$ cat config.mk
export PLATFORM = sky130hd
export DESIGN_NAME = if_fetch
export DESIGN_NICKNAME = d
export VERILOG_FILES = /design/src/rtl/if_fetch.sv
export SDC_FILE = /design/constraint.sdc
export NUM_CORES = 1
export LEC_CHECK = 0
export ABC_AREA = 1
export CORE_MARGIN = 2
export CORE_UTILIZATION = 50
export DETAILED_ROUTE_END_ITERATION = 6
export GPL_TIMING_DRIVEN = 0
export HOLD_SLACK_MARGIN = 0.06
export PLACE_DENSITY = 0.86
export SYNTH_ARGS = -nofsm -noshare
export SYNTH_HDL_FRONTEND = slang
export SYNTH_SLANG_ARGS = --single-unit
$ cat constraint.sdc
create_clock -name clk -period 6.25 [get_ports clk]
set_input_delay 0.9375 -clock clk [delete_from_list [all_inputs] [get_ports clk]]
set_output_delay 0.9375 -clock clk [all_outputs]
set_load 0.02 [all_outputs]
$ cat src/rtl/if_fetch.sv
// Instruction fetch stage: credit-limited in-order instruction memory requests,
// a response FIFO toward decode, and redirect handling that discards stale responses.
module if_fetch #(
    parameter logic [31:0] RESET_PC = 32'h0000_0000,
    parameter int unsigned DEPTH    = 4
) (
    input  logic        clk,
    input  logic        rst_n,
    output logic        imem_req,
    output logic [31:0] imem_addr,
    input  logic        imem_gnt,
    input  logic        imem_rvalid,
    input  logic [31:0] imem_rdata,
    output logic [31:0] inst_o,
    output logic [31:0] pc_o,
    output logic        inst_valid_o,
    input  logic        inst_ready_i,
    input  logic        PCSel,
    input  logic [31:0] pc_target_i
);
    localparam int unsigned AW = (DEPTH > 1) ? $clog2(DEPTH) : 1;
    localparam int unsigned CW = $clog2(DEPTH + 1);

    logic [31:0]   fpc_q, fpc_d;
    logic [31:0]   hpc_q, hpc_d;
    logic [CW-1:0] out_cnt_q, out_cnt_d;
    logic [CW-1:0] drop_cnt_q, drop_cnt_d;
    logic [CW-1:0] cnt_q, cnt_d;
    logic [AW-1:0] rd_ptr_q, rd_ptr_d;
    logic [AW-1:0] wr_ptr_q, wr_ptr_d;
    logic [31:0]   mem_q [DEPTH];
    logic [31:0]   mem_d [DEPTH];
    logic          run_q, run_d;

    logic          grant, rsp, discard, push, fire, redirect, pop;
    logic [31:0]   target;

    assign imem_req     = run_q && ((32'(out_cnt_q) + 32'(cnt_q)) < DEPTH);
    assign imem_addr    = fpc_q;
    assign inst_o       = mem_q[rd_ptr_q];
    assign pc_o         = hpc_q;
    assign inst_valid_o = (cnt_q != '0);

    always_comb begin
        target   = pc_target_i & ~32'd3;
        grant    = imem_req & imem_gnt;
        // A response with nothing outstanding is a protocol error and is ignored.
        rsp      = imem_rvalid & (out_cnt_q != '0);
        discard  = rsp & (drop_cnt_q != '0);
        push     = rsp & ~discard;
        fire     = inst_valid_o & inst_ready_i;
        redirect = fire & PCSel;
        pop      = fire & ~PCSel;

        run_d     = 1'b1;
        out_cnt_d = out_cnt_q + CW'(grant) - CW'(rsp);

        // Every response still owed after this edge belongs to the old stream,
        // so the already-pending drops are contained in out_cnt_d.
        if (redirect) begin
            drop_cnt_d = out_cnt_d;
        end else begin
            drop_cnt_d = drop_cnt_q - CW'(discard);
        end

        if (redirect) begin
            fpc_d = target;
        end else if (grant) begin
            fpc_d = fpc_q + 32'd4;
        end else begin
            fpc_d = fpc_q;
        end

        if (redirect) begin
            hpc_d = target;
        end else if (pop) begin
            hpc_d = hpc_q + 32'd4;
        end else begin
            hpc_d = hpc_q;
        end

        mem_d = mem_q;
        if (push && !redirect) begin
            mem_d[wr_ptr_q] = imem_rdata;
        end

        if (redirect) begin
            rd_ptr_d = '0;
            wr_ptr_d = '0;
            cnt_d    = '0;
        end else begin
            rd_ptr_d = rd_ptr_q + AW'(pop);
            wr_ptr_d = wr_ptr_q + AW'(push);
            cnt_d    = cnt_q + CW'(push) - CW'(pop);
        end
    end

    always_ff @(posedge clk or negedge rst_n) begin
        if (!rst_n) begin
            fpc_q      <= RESET_PC;
            hpc_q      <= RESET_PC;
            out_cnt_q  <= '0;
            drop_cnt_q <= '0;
            cnt_q      <= '0;
            rd_ptr_q   <= '0;
            wr_ptr_q   <= '0;
            mem_q      <= '{default: '0};
            run_q      <= 1'b0;
        end else begin
            fpc_q      <= fpc_d;
            hpc_q      <= hpc_d;
            out_cnt_q  <= out_cnt_d;
            drop_cnt_q <= drop_cnt_d;
            cnt_q      <= cnt_d;
            rd_ptr_q   <= rd_ptr_d;
            wr_ptr_q   <= wr_ptr_d;
            mem_q      <= mem_d;
            run_q      <= run_d;
        end
    end

    push_overflow_a: assert property (@(posedge clk) disable iff (!rst_n)
        !(push && !pop && (cnt_q == CW'(DEPTH))));

endmodule
==> out/summary.txt, run 1 <==
Setup Buffers After CTS: 0
Maximum resistive drop on vdd: 361 uV
Number of I/O port buffers: 160
Clock group share of total power: 0.203
Combinational fraction of design power: 0.472
Post-CTS Hold Fix Bufs: 0
Total die area: 23,100 um2
Highest attainable clock frequency: 0.266 GHz
Hold Crit Class: input pin to asynchronous set/reset pin
Ports: 168
Area of the multi-input gates: 5160 um2
Relative max-transition margin: 0.503
Post-synthesis instance area: 11,000 um2
Setup repair after global routing missed its margin: false
Worst setup slack before clock tree synthesis: 2890 ps
Num rows: 54
Worst path required time: 5310 ps
Y dimension of the die: 152 um
Final Hold Viols: 0
Clock tree from TritonCTS: yes
Count of clock tree sinks: 202
Clk_lat worst skew: 520 ps
Final worst-path cycle share: 0.602
Minimum setup slack in the final design: 2490 ps
Routed via count divided by cell count: 5.67
Share of synthesized area occupied by flip-flops and latches: 0.461
Final weighted congestion of routability-driven global placement: 0.949
Number of flops mapped to enable cells by yosys: 0
Most frequent standard cell in the layout excluding fill and tap cells: sky130_fd_sc_hd__nand2_1
P_leak: 6.91 nW
Largest fanout of any net on the critical path: 10
Wire length of the first global-routing pass: 54,800 um
Result of the run: completed
Seq. cell area: 5050 um2
Number of pins exceeding their max-slew limit in the final report: 0
Clock period minus worst slack: 3760 ps
Endpoint type of the worst setup path: output pin
Post-detailed-placement half-perimeter wirelength: 23,800 um
Max-cap viol count: 0
Arr. time, crit path: 2830 ps
Commonest cells after routing, fill and taps aside: sky130_fd_sc_hd__nand2_1, sky130_fd_sc_hd__dfrtp_1, sky130_fd_sc_hd__nand3_1, sky130_fd_sc_hd__nor2_1, sky130_fd_sc_hd__clkdlybuf4s50_1
Internal power summed over all cells: 3.99 mW
Syn avg cell area: 7.22 um2
ANT cells: 0
Largest net degree at the start of global routing: 113
Starting DRC count in detailed routing: 1,053
Register bit total from synthesis: 202
Count of final setup violators: 0
Total congestion overflow: 0
Horizontal die dimension: 152 um
Setup TNS: 0 ps
Post-DRT Antenna Nets: 0
Vias in the first global route: 10,838
DR WL/cell: 16.9 um
Top_reg_cell synth: sky130_fd_sc_hd__dfrtp_1
Clock Path Buffers: 3
Nets: 1,793
Final routed wirelength across all metal layers: 34,000 um
Starting density of the core: 0.506
Core outline area: 21,700 um2
Switch Pwr: 3.07 mW
Number of H-tree branching levels: 1
Fill count: 1,777
Crit path launch type: flop
Synth unique cells: 37
Flop pwr share: 0.324
Pwr Total: 7.06 mW
Initial antenna violation count: 0
Final Skew: 13.0 ps
Least-Margin Pin Slew: 746 ps
Number of buffers inserted during clock tree synthesis: 24
Quantity of gates resized following cts: 0
Layout cells sized above 1: 0.0591
Root Buffer Master: sky130_fd_sc_hd__clkbuf_16
Area growth, synth to finish: 25.7%
R2R depth: 13
Total DRC errors in the routed layout: 0
Async set or reset register ratio after synthesis: 1.00
Switching part of the total power: 0.435
Clock slew seen by the registers of the worst setup and hold paths: 60 ps
Power per cell area: 512 nW/um2
All-layer global routing usage: 0.288
YS warnings: 0
Routed vias: 11,387
Pre-Repair DR Iteration Count: 6
Synthesized instance count: 1,519
Critical path class: flop to output pin
logic make-up (layout without fill, tap and decap cells):
| logic type | Yosys count | in the layout | synth area share |
|---|---|---|---|
| adder cells (fa/ha/maj) | 14 | 14 | 0.0173 |
| AND/OR/NAND/NOR | 909 | 909 | 0.342 |
| AO/OA/AOI/OAI | 204 | 204 | 0.102 |
| XOR/XNOR | 10 | 10 | 0.00798 |
| other | 2 | 5 | 0.000685 |
| buffers and inverters | 178 | 383 | 0.0695 |
| flip-flops | 202 | 202 | 0.461 |
synth_stat cells (2+ instances only):
cell / n / area [um2]
sky130_fd_sc_hd__clkinv_1: 2 / 7.51
sky130_fd_sc_hd__nand4_1: 8 / 50.1
sky130_fd_sc_hd__nand3_1: 189 / 946
sky130_fd_sc_hd__and2_1: 3 / 18.8
sky130_fd_sc_hd__buf_6: 5 / 56.3
sky130_fd_sc_hd__inv_1: 91 / 342
sky130_fd_sc_hd__ha_1: 12 / 150
sky130_fd_sc_hd__buf_1: 3 / 11.3
sky130_fd_sc_hd__inv_2: 2 / 7.51
sky130_fd_sc_hd__a31oi_1: 11 / 68.8
sky130_fd_sc_hd__nand2_4: 2 / 22.5
sky130_fd_sc_hd__or2_2: 3 / 18.8
sky130_fd_sc_hd__buf_4: 4 / 30.0
sky130_fd_sc_hd__conb_1: 2 / 7.51
sky130_fd_sc_hd__nor3_1: 10 / 50.1
sky130_fd_sc_hd__o21ai_0: 104 / 521
sky130_fd_sc_hd__xnor2_1: 4 / 35.0
sky130_fd_sc_hd__o21bai_1: 4 / 30.0
sky130_fd_sc_hd__a21oi_1: 43 / 215
sky130_fd_sc_hd__buf_2: 30 / 150
sky130_fd_sc_hd__nor2_2: 10 / 62.6
sky130_fd_sc_hd__o211ai_1: 6 / 45.0
sky130_fd_sc_hd__clkbuf_1: 39 / 146
sky130_fd_sc_hd__o22ai_1: 32 / 200
sky130_fd_sc_hd__a22oi_1: 3 / 22.5
sky130_fd_sc_hd__fa_1: 2 / 40.0
sky130_fd_sc_hd__nand2_1: 500 / 1880
sky130_fd_sc_hd__xor2_1: 6 / 52.6
sky130_fd_sc_hd__dfrtp_1: 202 / 5050
sky130_fd_sc_hd__nor2_1: 180 / 676
registers in the layout (all words and copies together) (netlist names):
register,count
cnt_q,3
drop_cnt_q,3
imem_addr,30
mem_q,128
out_cnt_q,3
pc_o,30
rd_ptr_q,2
run_q,1
wr_ptr_q,2
through the flow:
| step | util | instances | hold slack (ps) | cell area, um2 |
|---|---|---|---|---|
| detailed placement | 0.598 | 1963 | 453 | 13000 |
| floorplan | - | 1522 | 437 | 11000 |
| CTS | 0.636 | 2007 | 461 | 13800 |
| finish | 0.636 | 2007 | 444 | 13800 |
| global placement | 0.596 | 1962 | 448 | 12900 |
| global route | 0.636 | 2007 | 476 | 13800 |
final cells by class:
cell class | count | share of cell area
Clock buffer | 37 | 0.0529
Inverter | 96 | 0.0263
Tap cell | 280 | 0.0254
Buffer | 82 | 0.0289
Sequential cell | 202 | 0.367
Clock inverter | 7 | 0.00699
Multi-Input combinational cell | 1142 | 0.374
Timing Repair Buffer | 161 | 0.118
power by group through the flow:
stage / sequential (mW) / clock, mW / combinational (mW)
detailed placement: 2.27 / 0 / 3.28
global route: 2.35 / 1.50 / 3.64
global placement: 2.26 / 0 / 3.19
CTS: 2.27 / 1.45 / 3.31
finish: 2.29 / 1.44 / 3.34
floorplan: 2.36 / 0 / 1.80
worst max-delay path, stage by stage, from the launching register on:
cell,delay [ps]
sky130_fd_sc_hd__dfrtp_1,410
sky130_fd_sc_hd__buf_2,200
sky130_fd_sc_hd__clkinv_1,210
sky130_fd_sc_hd__clkbuf_1,470
sky130_fd_sc_hd__nor2_1,130
sky130_fd_sc_hd__o22ai_1,250
sky130_fd_sc_hd__clkdlybuf4s50_1,640
worst paths after layout:
path | from | to | slack [ps]
setup / recovery | rd_ptr_q[0] | inst_o[23] | 2490
max in group asynchronous | rst_n | mem_q[46] | 4790
hold reg to reg | mem_q[92] | mem_q[92] | 470
hold / removal | rst_n | mem_q[26] | 440
setup reg to reg | out_cnt_q[2] | drop_cnt_q[1] | 3600
min in group clk | mem_q[92] | mem_q[92] | 470
layer usage:
layer | vias up | global-route usage | share of wire
met5 | - | 0 | 0
met4 | 0 | 0.142 | 0.051
met3 | 138 | 0.0570 | 0.10
met2 | 673 | 0.464 | 0.46
met1 | 5275 | 0.373 | 0.38
li1 | 5301 | - | -
(Power assumes the default switching activity.)
==> run 2, diff against run 1 <==
==> constraint.sdc (replaced) <==
create_clock -name clk -period 3.8 [get_ports clk]
set_input_delay 0.57 -clock clk [delete_from_list [all_inputs] [get_ports clk]]
set_output_delay 0.57 -clock clk [all_outputs]
set_load 0.02 [all_outputs]
==> results of run 2 <==
Same layout as run 1 (identical final DEF). Status: completed.
Main changes from that run: setup slack after placement 2890 ps -> 805 ps; setup slack after layout 2490 ps -> 403 ps; hold slack 444 ps -> 76.4 ps; register-to-register setup slack 3600 ps -> 1150 ps; total power 7.06 mW -> 11.6 mW; worst IR drop on VDD 361 uV -> 593 uV
==> run 3, diff against run 2 <==
--- a/config.mk
+++ b/config.mk
@@ -7,7 +7,7 @@
 export LEC_CHECK = 0
 export ABC_AREA = 1
 export CORE_MARGIN = 2
-export CORE_UTILIZATION = 50
+export CORE_UTILIZATION = 59
 export DETAILED_ROUTE_END_ITERATION = 6
 export GPL_TIMING_DRIVEN = 0
 export HOLD_SLACK_MARGIN = 0.06
==> constraint.sdc (replaced) <==
create_clock -name clk -period 4.05 [get_ports clk]
set_input_delay 0.6075 -clock clk [delete_from_list [all_inputs] [get_ports clk]]
set_output_delay 0.6075 -clock clk [all_outputs]
set_load 0.02 [all_outputs]
==> run 3 against run 2 <==
Utilization rose by 12 points. Via count rose by 0.81%. Non-clock buffer count did not move. Critical path type unchanged. Register-to-register slack improved by 160 ps. Routed wire length rose by 2.0%. Highest routed layer unchanged. Power fell by 7.7%. Final area fell by 1.4%. Global-route usage rose by 5.9 points. Largest power group unchanged. Combinational power fell by 5.6%. Clock-buffer cell count fell by 8. Hold slack got worse by 8.9 ps. Sequential share of layout area rose by 0.51 points.
==> out/summary.txt, run 3 (synthesized netlist as in run 1, its figures left out) <==
Result of the run: completed
Minimum setup slack in the final design: 595 ps
Fill count: 1,415 (-20%)
Clock slew seen by the registers of the worst setup and hold paths: 60 ps (about the same)
Area of the multi-input gates: 5160 um2 (unchanged)
Largest fanout of any net on the critical path: 10 (unchanged)
Count of clock tree sinks: 202 (unchanged)
Starting density of the core: 0.607 (+0.101)
P_leak: 6.84 nW (-0.98%)
DR WL/cell: 17.8 um (+5.0%)
Root Buffer Master: sky130_fd_sc_hd__clkbuf_16
Routed vias: 11,479 (+0.81%)
Setup repair after global routing missed its margin: false
Clock Path Buffers: 3 (unchanged)
Most frequent standard cell in the layout excluding fill and tap cells: sky130_fd_sc_hd__nand2_1
Clock tree from TritonCTS: yes
Post-detailed-placement half-perimeter wirelength: 24,100 um (+1.2%)
Ports: 168 (unchanged)
Least-Margin Pin Slew: 764 ps (+18.2 ps)
Number of I/O port buffers: 160 (unchanged)
Endpoint type of the worst setup path: output pin
Max-cap viol count: 0 (unchanged)
Power per cell area: 788 nW/um2
Total die area: 19,700 um2 (-15%)
Final Hold Viols: 0 (unchanged)
Horizontal die dimension: 140 um (-7.7%)
Quantity of gates resized following cts: 0 (unchanged)
Pre-Repair DR Iteration Count: 6 (unchanged)
Routed via count divided by cell count: 5.89 (+3.8%)
All-layer global routing usage: 0.346 (+0.0588)
Arr. time, crit path: 2850 ps (+20 ps)
Crit path launch type: flop
Worst setup slack before clock tree synthesis: 963 ps
Clock period minus worst slack: 3450 ps
Final instance area: 13,600 um2 (-1.4%)
Layout cells sized above 1: 0.0552 (-0.00383)
Number of pins exceeding their max-slew limit in the final report: 0 (unchanged)
Highest attainable clock frequency: 0.289 GHz
Total DRC errors in the routed layout: 0 (unchanged)
Clk_lat worst skew: 520 ps (about the same)
Final weighted congestion of routability-driven global placement: 0.973 (+2.5%)
Y dimension of the die: 140 um (-7.7%)
Post-DRT Antenna Nets: 0 (unchanged)
Vias in the first global route: 10,825 (-0.12%)
Core outline area: 18,100 um2 (-17%)
Post-CTS Hold Fix Bufs: 0 (unchanged)
Num rows: 49 (-9.3%)
Worst path required time: 3440 ps
Initial antenna violation count: 0 (unchanged)
Commonest cells after routing, fill and taps aside: sky130_fd_sc_hd__nand2_1, sky130_fd_sc_hd__dfrtp_1, sky130_fd_sc_hd__nand3_1, sky130_fd_sc_hd__nor2_1, sky130_fd_sc_hd__clkdlybuf4s50_1
Relative max-transition margin: 0.491 (-0.0121)
Number of buffers inserted during clock tree synthesis: 22 (-8.3%)
Final routed wirelength across all metal layers: 34,700 um (+2.0%)
Final Skew: 14.8 ps (+1.83 ps)
Nets: 1,791 (-0.11%)
Seq. cell area: 5050 um2 (unchanged)
Total congestion overflow: 0 (unchanged)
Largest net degree at the start of global routing: 110 (-2.7%)
Number of H-tree branching levels: 1 (unchanged)
ANT cells: 0 (unchanged)
Final worst-path cycle share: 0.853
Count of final setup violators: 0 (unchanged)
Maximum resistive drop on vdd: 548 uV
Hold Crit Class: input pin to asynchronous set/reset pin
Starting DRC count in detailed routing: 1,220 (+16%)
Largest register FFs: 128 (unchanged)
Wire length of the first global-routing pass: 54,800 um (about the same)
Setup Buffers After CTS: 0 (unchanged)
Post-placement cell area: 12,900 um2 (-0.49%)
Area growth, synth to finish: 24.0%
Fin util: 0.752 (+0.116)
Largest register by flop count: mem_q
Critical path class: flop to output pin
[run 3: through the flow]
stage	cells	setup TNS [ps]	hold WS, ps	power, mW
after global placement	1911	-1257570	448	8.44
final	1949	0	67.5	10.7
after detailed placement	1912	0	453	8.60
after floorplan	1522	0	312	6.42
after global routing	1949	0	150	11.3
after CTS	1949	0	144	10.6
[run 3: routing by layer]
metal,global-route usage,wire length [um],vias up
met5,0,0,-
met4,0.141,1330,0
met3,0.0626,3690,111
met2,0.562,16200,720
met1,0.464,13400,5356
li1,-,-,5292
[run 3: cell type report]
class / instances / share of cell area
clock buffer: 29 / 0.0439
clock inverter: 8 / 0.00764
buffer: 82 / 0.0293
tap: 229 / 0.0211
inverter: 96 / 0.0267
sequential: 202 / 0.372
timing repair buffer: 161 / 0.120
multi-input combinational: 1142 / 0.380
[run 3: critical path, cell delays in order, from the launching register on]
cell and delay, ps:
sky130_fd_sc_hd__dfrtp_1 400, sky130_fd_sc_hd__buf_2 200, sky130_fd_sc_hd__clkinv_1 210, sky130_fd_sc_hd__clkbuf_1 450, sky130_fd_sc_hd__o21ai_0 150, sky130_fd_sc_hd__o22ai_1 260, sky130_fd_sc_hd__clkdlybuf4s50_1 660
[run 3: power by group]
part	total, mW	internal (mW)	switching, mW	leakage, nW
Clock	2.00	1.16	0.836	0.342
Combinational	5.18	2.02	3.16	3.94
Sequential	3.54	2.77	0.774	2.56
Total	10.7	5.95	4.77	6.84
[run 3: final timing paths]
check / to / slack, ps / startpoint / cells past startpoint
setup / recovery: inst_o[27] / 600 / rd_ptr_q[0] / 6
hold / removal: mem_q[83] / 70 / rst_n / 1
setup reg to reg: drop_cnt_q[2] / 1310 / out_cnt_q[1] / 13
hold reg to reg: mem_q[92] / 470 / mem_q[92] / 2
max in group asynchronous: pc_o[27] / 2980 / rst_n / 2
min in group clk: mem_q[92] / 470 / mem_q[92] / 2
==> patch 1, RTL diff (flow settings as in run 2) <==
Register the input `pc_target_i` before use, without a reset. The logic sees it one clock later. The other inputs are not delayed to match.
--- a/src/rtl/if_fetch.sv
+++ b/src/rtl/if_fetch.sv
@@ -21,6 +21,12 @@
     localparam int unsigned AW = (DEPTH > 1) ? $clog2(DEPTH) : 1;
     localparam int unsigned CW = $clog2(DEPTH + 1);
 
+    logic [31:0] pc_target_q;
+
+    always_ff @(posedge clk) begin
+        pc_target_q <= pc_target_i;
+    end
+
     logic [31:0]   fpc_q, fpc_d;
     logic [31:0]   hpc_q, hpc_d;
     logic [CW-1:0] out_cnt_q, out_cnt_d;
@@ -42,7 +48,7 @@
     assign inst_valid_o = (cnt_q != '0);
 
     always_comb begin
-        target   = pc_target_i & ~32'd3;
+        target   = pc_target_q & ~32'd3;
         grant    = imem_req & imem_gnt;
         // A response with nothing outstanding is a protocol error and is ignored.
         rsp      = imem_rvalid & (out_cnt_q != '0);
Check against the original RTL: not equivalent (a bounded check fails within 10 cycles, from zero or initial values and one cycle with rst_n low).
==> patch 1 against run 2 <==
  * Design area grew 4.4%
  * Routed wire length grew 2.1%
  * Power is 3.9% higher
  * Synthesized cell count up 2.0%
  * Sequential cell count increased by 30
  * Critical path depth did not move
  * Fmax down 0.33%
  * Setup slack worse by 11 ps
  * Area after synthesis rose by 5.5%
  * Critical path type unchanged
==> patch 1: results <==
set metrics [dict create \
    status "complete, no violations" \
    synthTopCellsByCount "nand2_1, dfrtp_1, nand3_1" \
    syn_inst 1549 \
    wl_per_cell_um 16.98 \
    grt_pass1_vias 11080 \
    synth_flop_cell "dfrtp_1" \
    grt_max_degree 111 \
    hold_class "input pin to asynchronous set/reset pin" \
    clock_latency_ps 530 \
    numPlacedInstances 1998 \
    num_antenna_cells 0 \
    vias 11490 \
    ys_seq_area_frac 0.4887 \
    hpwl_mm 24.51 \
    largest_reg_flops 128 \
    worst-path-max-fanout 10 \
    r2r_slack_ps 1000 \
    drt-total-wl_mm 34.71 \
    worstRegToRegCells 13 \
    wl_met2_mm 16.12 \
    met1_length_mm 13.88 \
    synth-async-reset-ratio 0.8707 \
    regToRegEndpoint "drop_cnt_q[2]$_DFF_PN0_" \
    cts-buffers-inserted 26 \
    clockBufferDepth 3 \
    r2r_start "out_cnt_q[2]$_DFF_PN0_" \
    antenna_found_initial 0 \
    yosysUniqueCellTypes 38 \
    yosys_warnings 0 \
    leakage_nw 7.160 \
    skew_ps 9.941 \
    drtIter0Drc 967 \
    dr.pass1.iters 6 \
    grt_pass1_wl_mm 55.54 \
    nets 1825 \
    routabilityCongestion 0.9397 \
    highest_layer "met4" \
    drive_gt1_frac 0.05742 \
    post_cts_resized 0 \
    yosys-top-cells-area "dfrtp_1, nand2_1, nand3_1" \
    port_buffers 160 \
    worstMarginPinSlew_ps 727.2 \
    fill_cells 1907 \
    wl_met3_mm 3.703 \
    grt_usage 0.2835 \
    top_register "mem_q" \
    irDropWorstVdd_v 0.0004607 \
]
-- patch 1: cell types whose count changed in the layout (fill, tap and decap cells not counted), moves of 4 or more --
cell       delta
clkbuf_8      -6
clkbuf_16     +4
dfxtp_1      +30
clkbuf_1      +5
-- patch 1: logic make-up (layout without fill, tap and decap cells) --
family | after synthesis | after routing | share of synthesized area
adder cells (fa/ha/maj) | 14 | 14 | 0.01643
XOR/XNOR | 10 | 10 | 0.007568
AND/OR/NAND/NOR | 909 | 909 | 0.3249
buffers and inverters | 178 | 385 | 0.06541
other | 2 | 5 | 0.0006490
AO/OA/AOI/OAI | 204 | 204 | 0.09633
flip-flops | 232 | 232 | 0.4887
-- patch 1: metrics by stage --
stage	hold slack, ps	instance area (µm²)	worst slack [ps]	TNS [ps]
4_1_cts	88.82	14400	454.4	0
6_report	53.96	14400	391.9	0
5_1_grt	91.88	14400	208.6	0
3_5_place_dp	453.2	13570	817.0	0
2_1_floorplan	274.4	11580	1204	0
3_3_place_gp	448.4	13540	-6387	-1285870
-- patch 1: final cells by class --
type                            instances  share of cell area
Clock inverter                          8            0.004951
Multi-Input combinational cell       1142              0.3590
Sequential cell                       232              0.3926
Timing Repair Buffer                  161              0.1134
Tap cell                              285             0.02476
Inverter                               96             0.02536
Clock buffer                           38             0.05264
Buffer                                 82             0.02719
-- patch 1: power breakdown --
group	switching, W	internal, W
sequential	0.000825	0.00328
combinational	0.00336	0.00215
clock	0.00101	0.00145
-- patch 1: worst max path at each step --
stage	from	end	depth (start not counted)
2_1_floorplan	out_cnt_q[1]$_DFF_PN0_	drop_cnt_q[2]$_DFF_PN0_	13
6_report	rd_ptr_q[0]$_DFF_PN0_	inst_o[13]	6
5_1_grt	rd_ptr_q[0]$_DFF_PN0_	inst_o[10]	6
3_5_place_dp	inst_ready_i	cnt_q[1]$_DFF_PN0_	12
3_3_place_gp	rst_n	pc_o[23]$_DFFE_PN0P_	1
4_1_cts	rd_ptr_q[0]$_DFF_PN0_	inst_o[10]	6
-- patch 1: layer usage --
metal	vias up	global-route usage
met5	-	0
met4	0	0.09699
met3	83	0.04639
met2	625	0.4640
met1	5385	0.3847
li1	5401	-
-- patch 1: critical path: stages, from the launching register on --
cell and delay (ps):
dfrtp_1 390, buf_2 200, clkinv_1 240, buf_1 400, nor2_1 120, o22ai_1 290, clkdlybuf4s50_1 660
==> patch 2, RTL diff (settings of run 2) <==
Without the edit above. `DEPTH`: 4 -> 2.
--- a/src/rtl/if_fetch.sv
+++ b/src/rtl/if_fetch.sv
@@ -2,7 +2,7 @@
 // a response FIFO toward decode, and redirect handling that discards stale responses.
 module if_fetch #(
     parameter logic [31:0] RESET_PC = 32'h0000_0000,
-    parameter int unsigned DEPTH    = 4
+    parameter int unsigned DEPTH    = 2
 ) (
     input  logic        clk,
     input  logic        rst_n,
Formal check against the unedited RTL: not equivalent (a bounded check fails within 4 cycles, from zero or initial values and one cycle with rst_n low).
==> patch 2 against run 2 <==
  * Design area fell by 26%
  * Sequential cell count fell by 69
  * Area after synthesis fell by 29%
  * Final cell count fell by 27%
  * Power fell by 26%
  * Register-to-register slack got worse by 110 ps
  * Via count fell by 32%
  * Setup slack improved by 240 ps
  * Routed wire length fell by 33%
  * Die area fell by 29%
  * Critical path type unchanged
  * Critical endpoint is now imem_req
==> patch 2: results <==
set metrics [dict create \
    grtUsageMet3 0.05946 \
    hpwl_mm 16.87 \
    met1_usage 0.3537 \
    irDropWorstVdd_v 0.0005556 \
    grt_usage 0.2830 \
    numPlacedInstances 1437 \
    internal-power_w 0.004952 \
    status "complete, no violations" \
    clock_latency_ps 420 \
    clockBufferDepth 2 \
    cts-htree-levels 4 \
    antenna_found_initial 0 \
    pwr-share-comb 0.491 \
    met1_length_mm 9.162 \
    drive_gt1_frac 0.08594 \
    yosys-top-cells-area "dfrtp_1, nand2_1, nand3_1" \
    port_buffers 161 \
    grt_max_degree 86 \
    ys_seq_area_frac 0.4298 \
    avgSynthCellArea_um2 7.144 \
    largest_reg_flops 64 \
    combinationalPower_w 0.00425 \
    use_met2 0.4747 \
    grt_pass1_wl_mm 36.43 \
    wl_met3_mm 1.942 \
    powerSeq_w 0.00266 \
    yosysUniqueCellTypes 41 \
    placed_area_um2 9630 \
    leakage_nw 5.024 \
    clkTransAtPathRegs_ps 60 \
    wl_met2_mm 10.87 \
    routabilityCongestion 0.9576 \
    grt_pass1_vias 7420 \
    cts-buffers-inserted 17 \
    vias 7742 \
    wl_per_cell_um 15.44 \
    final_cells 1468 \
    worst-path-max-fanout 6 \
    worstMarginPinSlew_ps 668.4 \
    synthTopCellsByCount "nand2_1, dfrtp_1, inv_1" \
]
[patch 2: changes by cell type in the layout (fill, tap and decap cells not counted), sizes merged, moves of 8 or more]
cell    before  now
nand2      503  391
nand3      189   93
dfrtp      202  133
nor2       191  123
clkbuf      77   30
o22ai       32    0
inv         94  120
o21ai      104   80
buf         44   32
a21oi       43   35
[patch 2: cell type report]
class	count	area [µm²]
Buffer	42	277.8
Clock buffer	18	439.2
Clock inverter	13	181.4
Fill cell	1263	4895
Inverter	120	452.9
Multi-Input combinational cell	792	3696
Sequential cell	133	3328
Tap cell	188	235.2
Timing Repair Buffer	162	1640
[patch 2: worst reg2reg max path: cells and delay by family, from the launching register on]
family	cells	cell delay (ps)
adder cells (fa/ha/maj)	3	990
AND/OR/NAND/NOR	4	780
flip-flops	1	420
XOR/XNOR	2	330
buffers and inverters	2	90
AO/OA/AOI/OAI	1	80
[patch 2: cells by family after synthesis]
logic type | share of synthesized area
AOI/OAI and AO/OA | 0.1063
xor gates and xnor gates | 0.007917
adders and majority gates | 0.01390
buffers and inverters | 0.09436
DFF | 0.4298
other | 0.0009698
and+or+nand+nor | 0.3467
[patch 2: final timing paths]
check	start	end	slack [ps]	cells after the start
worst max register to register	cnt_q[0]$_DFF_PN0_	drop_cnt_q[1]$_DFF_PN0_	1040	12
worst min register to register	mem_q[3]$_DFFE_PN0P_	mem_q[3]$_DFFE_PN0P_	490	2
max in group asynchronous	rst_n	pc_o[13]$_DFFE_PN0P_	2910	2
worst max-delay path	cnt_q[0]$_DFF_PN0_	imem_req	640	5
worst min-delay path	rst_n	imem_addr[5]$_DFFE_PN0P_	80	1
min in group clk	mem_q[3]$_DFFE_PN0P_	mem_q[3]$_DFFE_PN0P_	490	2
